===== config.mk =====
export PLATFORM = sky130hd
export DESIGN_NAME = inst_fetch_unit
export DESIGN_NICKNAME = d
export VERILOG_FILES = /design/src/rtl/fetch_pkg.sv /design/src/rtl/inst_fetch_unit.sv
export SDC_FILE = /design/constraint.sdc
export NUM_CORES = 1
export LEC_CHECK = 0
export ABC_AREA = 0
export BUFFER_PORTS_ARGS = -buffer_cell sky130_fd_sc_hd__buf_2
export CAP_MARGIN = 30
export CORE_UTILIZATION = 25
export DETAILED_ROUTE_END_ITERATION = 10
export SYNTH_ARGS = -nofsm -noshare
export SYNTH_HDL_FRONTEND = slang
export SYNTH_SLANG_ARGS = --single-unit

===== constraint.sdc =====
create_clock -name clk_i -period 2 [get_ports clk_i]
set_input_delay 0.2 -clock clk_i [delete_from_list [all_inputs] [get_ports clk_i]]
set_output_delay 0.2 -clock clk_i [all_outputs]
set_load 0.01 [all_outputs]

===== src/rtl/fetch_pkg.sv =====
// Shared definitions for the instruction-fetch stage.
//   fetch_state_e : fetch FSM states
//   NOP_INST      : word presented on inst_o while nothing has been fetched yet
//   INST_BYTES    : PC increment between sequential fetches
package fetch_pkg;

    typedef enum logic [1:0] {
        IDLE  = 2'd0,
        FETCH = 2'd1,
        HOLD  = 2'd2
    } fetch_state_e;

    localparam logic [31:0] NOP_INST   = 32'h0000_0013;
    localparam int unsigned INST_BYTES = 4;

endpackage


===== src/rtl/inst_fetch_unit.sv =====
// Instruction-fetch stage.
// Holds the fetch PC, reads instruction words over a Wishbone classic master
// port and presents each word through a one-entry valid/ready buffer. A
// redirect pulse replaces the sequential PC and kills any fetch in flight.
//
// Ports
//   clk_i, rst_ni          clock, async active-low reset
//   pc_next_i, redirect_i  redirect target and 1-cycle redirect pulse
//   inst_o, inst_pc_o      fetched word and its address
//   inst_valid_o/ready_i   downstream handshake
//   wb_*                   Wishbone classic read-only master
module inst_fetch_unit
    import fetch_pkg::*;
#(
    parameter int unsigned            ADDR_WIDTH = 32,
    parameter int unsigned            DATA_WIDTH = 32,
    parameter logic [ADDR_WIDTH-1:0]  PC_ADDR    = 32'h8000_0000
) (
    input  logic                  clk_i,
    input  logic                  rst_ni,
    input  logic [ADDR_WIDTH-1:0] pc_next_i,
    input  logic                  redirect_i,
    output logic [DATA_WIDTH-1:0] inst_o,
    output logic [ADDR_WIDTH-1:0] inst_pc_o,
    output logic                  inst_valid_o,
    input  logic                  inst_ready_i,
    output logic                  wb_cyc_o,
    output logic                  wb_stb_o,
    output logic                  wb_we_o,
    output logic [3:0]            wb_sel_o,
    output logic [ADDR_WIDTH-1:0] wb_adr_o,
    input  logic [DATA_WIDTH-1:0] wb_dat_i,
    input  logic                  wb_ack_i
);

    fetch_state_e          state_q, state_d;
    logic [ADDR_WIDTH-1:0] pc_q, pc_d;
    logic [ADDR_WIDTH-1:0] adr_q, adr_d;
    logic                  kill_q, kill_d;
    logic                  valid_q, valid_d;
    logic                  capture;
    logic [ADDR_WIDTH-1:0] target;

    // Word-align the redirect target; misaligned targets are silently rounded down.
    assign target = pc_next_i & ~ADDR_WIDTH'(3);

    always_comb begin
        state_d = state_q;
        pc_d    = pc_q;
        adr_d   = adr_q;
        kill_d  = kill_q;
        valid_d = valid_q;
        capture = 1'b0;
        case (state_q)
            IDLE: begin
                state_d = FETCH;
                adr_d   = redirect_i ? target : pc_q;
            end
            FETCH: begin
                if (wb_ack_i) begin
                    if (kill_q || redirect_i) begin
                        // Stale word: drop it and restart from the (already updated) pc_q.
                        kill_d  = 1'b0;
                        state_d = IDLE;
                    end else begin
                        capture = 1'b1;
                        valid_d = 1'b1;
                        pc_d    = adr_q + ADDR_WIDTH'(INST_BYTES);
                        state_d = HOLD;
                    end
                end else if (redirect_i) begin
                    // Wishbone classic cannot abort, so let the transfer finish and discard it.
                    kill_d = 1'b1;
                end
            end
            HOLD: begin
                if (redirect_i) begin
                    valid_d = 1'b0;
                    state_d = IDLE;
                end else if (valid_q && inst_ready_i) begin
                    valid_d = 1'b0;
                    adr_d   = pc_q;
                    state_d = FETCH;
                end
            end
            default: state_d = IDLE;
        endcase
        // Latest redirect always owns the next fetch address.
        if (redirect_i) pc_d = target;
    end

    always_ff @(posedge clk_i or negedge rst_ni) begin
        if (!rst_ni) begin
            state_q   <= IDLE;
            pc_q      <= PC_ADDR;
            adr_q     <= PC_ADDR;
            kill_q    <= 1'b0;
            valid_q   <= 1'b0;
            inst_o    <= DATA_WIDTH'(NOP_INST);
            inst_pc_o <= PC_ADDR;
        end else begin
            state_q <= state_d;
            pc_q    <= pc_d;
            adr_q   <= adr_d;
            kill_q  <= kill_d;
            valid_q <= valid_d;
            if (capture) begin
                inst_o    <= wb_dat_i;
                inst_pc_o <= adr_q;
            end
        end
    end

    assign inst_valid_o = valid_q;
    assign wb_cyc_o     = (state_q == FETCH);
    assign wb_stb_o     = wb_cyc_o;
    assign wb_we_o      = 1'b0;
    assign wb_sel_o     = 4'b1111;
    assign wb_adr_o     = adr_q;

endmodule


# Word level (Yosys, flattened, before mapping)
# Index checks and enable logic that the tools add are counted.
op_classes:
  shifts: 0
  n_div: 0
  mux: 24
  eq_ne: 9
  multipliers: 0
  n_reduce_logical: 12
  n_bitwise: 0
  n_lt_le_gt_ge: 0
  add_sub_neg: 1
ops:
  columns: ["cell", "n"]
  rows:
  - ["$mux 32", 7]
  - ["$pmux 32 s2", 1]
  - ["$add 32x3->32 const B", 1]
  - ["$mux 1", 10]
  - ["$reduce_and 3->1", 3]
  - ["$mux 2", 4]
  - ["$ne 2x2->1 const B", 4]
  - ["$reduce_bool 2->1", 4]
  - ["$pmux 2 s3", 1]
  - ["$ne 2x1->1 const B", 2]
  - ["$reduce_and 4->1", 1]
  - ["$ne 3x3->1 const B", 1]
  - ["$eq 2x1->1 const B", 1]
  - ["$eq 2x2->1 const B", 1]
  - ["$logic_not 2->1", 1]
  - ["$pmux 1 s2", 1]
  - ["$reduce_and 2->1", 1]
  - ["$logic_and 1x1->1", 1]
  - ["$logic_or 1x1->1", 1]
totals:
  latchBits: 0
  wordCells: 53
  ramBits: 0
  output_inout_bits: 104
  reg_bits: 132
  romBits: 0
  mem_count: 0

# Depth between registers and ports, before layout
logic_depth:
  word_depth: 5
  ltp_mapped: 8
  mapped_depth_nobuf: 6

# Worst setup path after synthesis
# Ideal clock, no wire load.
synth_timing:
  kind: "register to register"
  start: "reg state_q[1]"
  end: "reg inst_o[16]"
  path_buffers: 3
  t_required_ns: 1.883
  period_less_slack_ns: 1.799
  setup_ns: 0.117
  arrival_time_ns: 1.682
  setup_slack_ns: 0.201
  stages_incl_launch_ff: 9
  path_cell_list: "dfrtp_1 -> nor2b_1 -> and3b_1 -> buf_2 -> nand2_1 -> buf_2 -> buf_2 -> nand2_1 -> nand2_1"
synth_between:
  elab_chain_cells: 2
synth_lines:
  columns: ["item", "line", "source"]
  rows:
  - ["from (decl)", "inst_fetch_unit.sv:36", "fetch_state_e state_q, state_d;"]
  - ["from (signal assigned)", "inst_fetch_unit.sv:102", "state_q <= state_d;"]
  - ["$eq 2x1->1", null, null]
  - ["via wb_cyc_o", "inst_fetch_unit.sv:27", "output logic wb_cyc_o,"]
  - ["$mux 1", "inst_fetch_unit.sv:54", "case (state_q)"]
  - ["to (signal assigned)", "inst_fetch_unit.sv:99", "inst_o <= DATA_WIDTH'(NOP_INST);"]
  - ["to (signal assigned)", "inst_fetch_unit.sv:108", "inst_o <= wb_dat_i;"]
  - ["to (decl)", "inst_fetch_unit.sv:23", "output logic [DATA_WIDTH-1:0] inst_o,"]
# The timed path passes the listed nets, and every way through them passes these cells.
# A chain may end at the register's enable or synchronous reset.

# Worst setup path in the final report
layout_timing:
  start: "reg adr_q[12], in the netlist wb_adr_o[12]"
  end: "reg pc_q[27]"
layout_between:
  elab_chain_cells: 5
layout_lines:
  columns: ["item", "line", "source"]
  rows:
  - ["from (decl)", "inst_fetch_unit.sv:38", "logic [ADDR_WIDTH-1:0] adr_q, adr_d;"]
  - ["from (signal assigned)", "inst_fetch_unit.sv:104", "adr_q <= adr_d;"]
  - ["$add 32x3->32", "inst_fetch_unit.sv:68", "pc_d = adr_q + ADDR_WIDTH'(INST_BYTES);"]
  - ["$mux 32", "inst_fetch_unit.sv:61", "if (kill_q || redirect_i) begin"]
  - ["$mux 32", "inst_fetch_unit.sv:60", "if (wb_ack_i) begin"]
  - ["$mux 32", "inst_fetch_unit.sv:54", null]
  - ["$mux 32", "inst_fetch_unit.sv:89", "if (redirect_i) pc_d = target;"]
  - ["to (signal assigned)", "inst_fetch_unit.sv:103", "pc_q <= pc_d;"]
  - ["to (decl)", "inst_fetch_unit.sv:37", "logic [ADDR_WIDTH-1:0] pc_q, pc_d;"]
# No other way between the ends. The select of a mux whose other input is x is not followed.

==> metrics <==
Hold Path Origin wb_dat_i[8]; drt first pass iters 5; GRT Util Overall 0.146; critical register-to-register path startpoint wb_adr_o[12]; TritonCTS clock tree done; setup TNS 0 ns; Util after Layout 0.356; Sw Ratio 0.360; Final HPWL DP 12400 um; clk root buf clkbuf_16; io pins 173; Setup violations, final 0; Final Net Count 970; most common cell after layout, fill and taps aside nand2_1; Final Hold Fails 0; CP Capture Type flop; CP Buf/Inv Count 0; Post-Syn Area per Cell 9.10 um2; Critical Path Start wb_adr_o[12]; Yosys cell types 45; worst path required time between 2 and 2.5 ns; max_cap viols 0; layout cell share with drive strength beyond 1 0.284; Placer Congestion slightly below 0.8; Multi-input gate area approximately 2600 um2; share of power burned in registers 0.390; CTS Buf Count 17; Die Span Y 159 um; Clk network pwr share 0.280; vias per cell 4.42; Power per Cell Area between 1000 and 1500 nW/um2; slowest stage delay, CP about 0.55 ns; post-CTS setup buffers 0; Startpoint Class flop; vias in the first global route 5204; Initial Util 0.254; crit-path leading delay family simple AND/OR/NAND/NOR gates; critical path class reg -> reg; WL per Instance 14.7 um; fillers 2425; Synth Cell Area 6140 um2; flops & latches, synth 132; Tmin final between 1.5 and 2 ns; Die Width roughly 160 um; Buffers on Ports approximately 170; DRC Markers 0; Syn. warnings 0; cells along the critical path nand4_4, or4_4, nor3_2, xnor2_1, o221ai_1; crit path max-delay cell type or4_4; Fin Clk Skew 0.0116 ns; status finished, final reports clean; Cell Int Power about 0.007 W; register area 3310 um2; Max VDD drop slightly above 0.5 mV; CP Max Fanout 7; DIE AREA 25200 um2; largest net degree at the start of global routing 61; type of the worst min-delay path in -> reg; first-pass GRT wire length about 29000 um; RSZ-0062 raised after global routing false; total global routing overflow 0; core area 24200 um2; Final Cycle Share 0.897; Leak roughly 4.3 nW; Clock Latency Late Sink 0.42 ns; Area Overhead vs Synth 40.1%; routed wire length approximately 18000 um; WP data arrival 2.07 ns; switching pwr between 0.003 and 0.004 W; clk buf depth 2; remaining antenna violation count 0; clock-pin slew on the worst setup and hold paths about 0.06 ns; sequential share of the synthesized area 0.539; fin. max-slew vios 0; Synth Instances about 680; H-tree Lvls 4; commonest non-fill, non-tap cells in the layout nand2_1, buf_2, dfrtp_1; Vias 5466; Max Freq around 560 MHz; Combinational Power Share 0.330; 1st-iter DRT viols 232; num rows 57; initial antenna violation count 2; TritonCTS sink count 132
==> power groups by stage <==
stage               sequential (W)  combinational, W  clock (W)
CTS                        0.00430           0.00369    0.00319
finish                     0.00430           0.00365    0.00309
global placement           0.00430           0.00358          0
detailed placement         0.00434           0.00361          0
floorplan                  0.00471           0.00152          0
global route               0.00444           0.00406    0.00330
==> cells by family after synthesis <==
logic type	share of synthesized area
compound gates	0.0870
xor+xnor	0.0371
fa+ha+maj	0.00204
buf+inv	0.0405
flops	0.539
mux	0.0570
other cells	0.00122
simple gates	0.236
==> worst paths after layout <==
path | to | slack (ns) | depth (start not counted)
worst min-delay path | inst_o[8] | 0.02 | 3
max in group asynchronous | inst_o[0] | 0.97 | 3
min in group asynchronous | inst_o[19] | 0.31 | 2
worst max-delay path | pc_q[27] | 0.21 | 5
worst max register to register | pc_q[27] | 0.21 | 5
worst min register to register | inst_pc_o[31] | 0.46 | 2
==> flip-flops by register name, indices dropped and copies added, names as in the netlist <==
signal,flops
inst_valid_o,1
state_q,2
kill_q,1
pc_q,32
wb_adr_o,32
inst_o,32
inst_pc_o,32
==> cells in the mapped netlist, drive strengths merged <==
cell         instances  share of area
a211oi               1         0.0012
a21o                 3         0.0037
a21oi               49          0.040
a22o                 2         0.0029
a22oi                4         0.0057
a31oi                1         0.0010
and2                 1         0.0010
and3                15          0.015
and3b                1         0.0014
and4                 3         0.0045
buf                 16          0.018
clkbuf              30          0.020
conb                 2         0.0012
dfrtp              126           0.51
dfstp                6          0.026
dlygate4sd1          1         0.0014
ha                   1         0.0020
inv                  2         0.0012
mux2i               35          0.057
nand2              235           0.14
nand2b               3         0.0031
nand3               15          0.013
nand3b               1         0.0012
nand4                7          0.012
nor2                42          0.026
nor2b                2         0.0020
nor3                 7         0.0081
nor4                 2         0.0020
o21ai               26          0.021
o221ai               8          0.011
or3                  1         0.0012
or4                  1         0.0018
xnor2               13          0.019
xor2                13          0.019
==> area by class of cell <==
type / count / share of cell area
flip-flops and latches: 132 / 0.385
inverters: 2 / 0.000872
clock buffers: 17 / 0.0494
multi-input cells: 497 / 0.305
repair buffers: 250 / 0.194
clock inverters: 15 / 0.0183
well taps: 324 / 0.0471
diodes: 1 / 0.000291
==> routing by layer <==
metal	GRT usage	vias to the layer above	share of wire
met5	0	-	0.00055
li1	-	2684	-
met4	0.0402	2	0.0070
met3	0.0371	12	0.060
met2	0.234	192	0.46
met1	0.195	2576	0.47
==> worst min-delay path: cells and delay by family <==
family                 cells  cell delay (ns)
buffers and inverters      1             0.10
and+or+nand+nor            2             0.10
==> through the flow <==
stage / total power [W] / hold slack [ns] / cell area [um2] / worst slack, ns / instances
finish: 0.0110 / 0.0214 / 8600 / 0.206 / 1238
CTS: 0.0112 / 0.0000348 / 8600 / 0.173 / 1237
global placement: 0.00789 / 0.180 / 7560 / 0.249 / 1160
detailed placement: 0.00795 / 0.182 / 7560 / 0.192 / 1160
floorplan: 0.00623 / -0.0956 / 6150 / 0.201 / 678
global route: 0.0118 / 0.0129 / 8600 / 0.0215 / 1238
==> what timing repair did <==
action / 4_1_cts / 5_1_grt
setup endpoints to repair: 0 / 1
hold buffers: 45 / 0
resized for setup: 0 / 1
hold endpoints to repair: 89 / 0
Power figures use the tool's default switching activity.
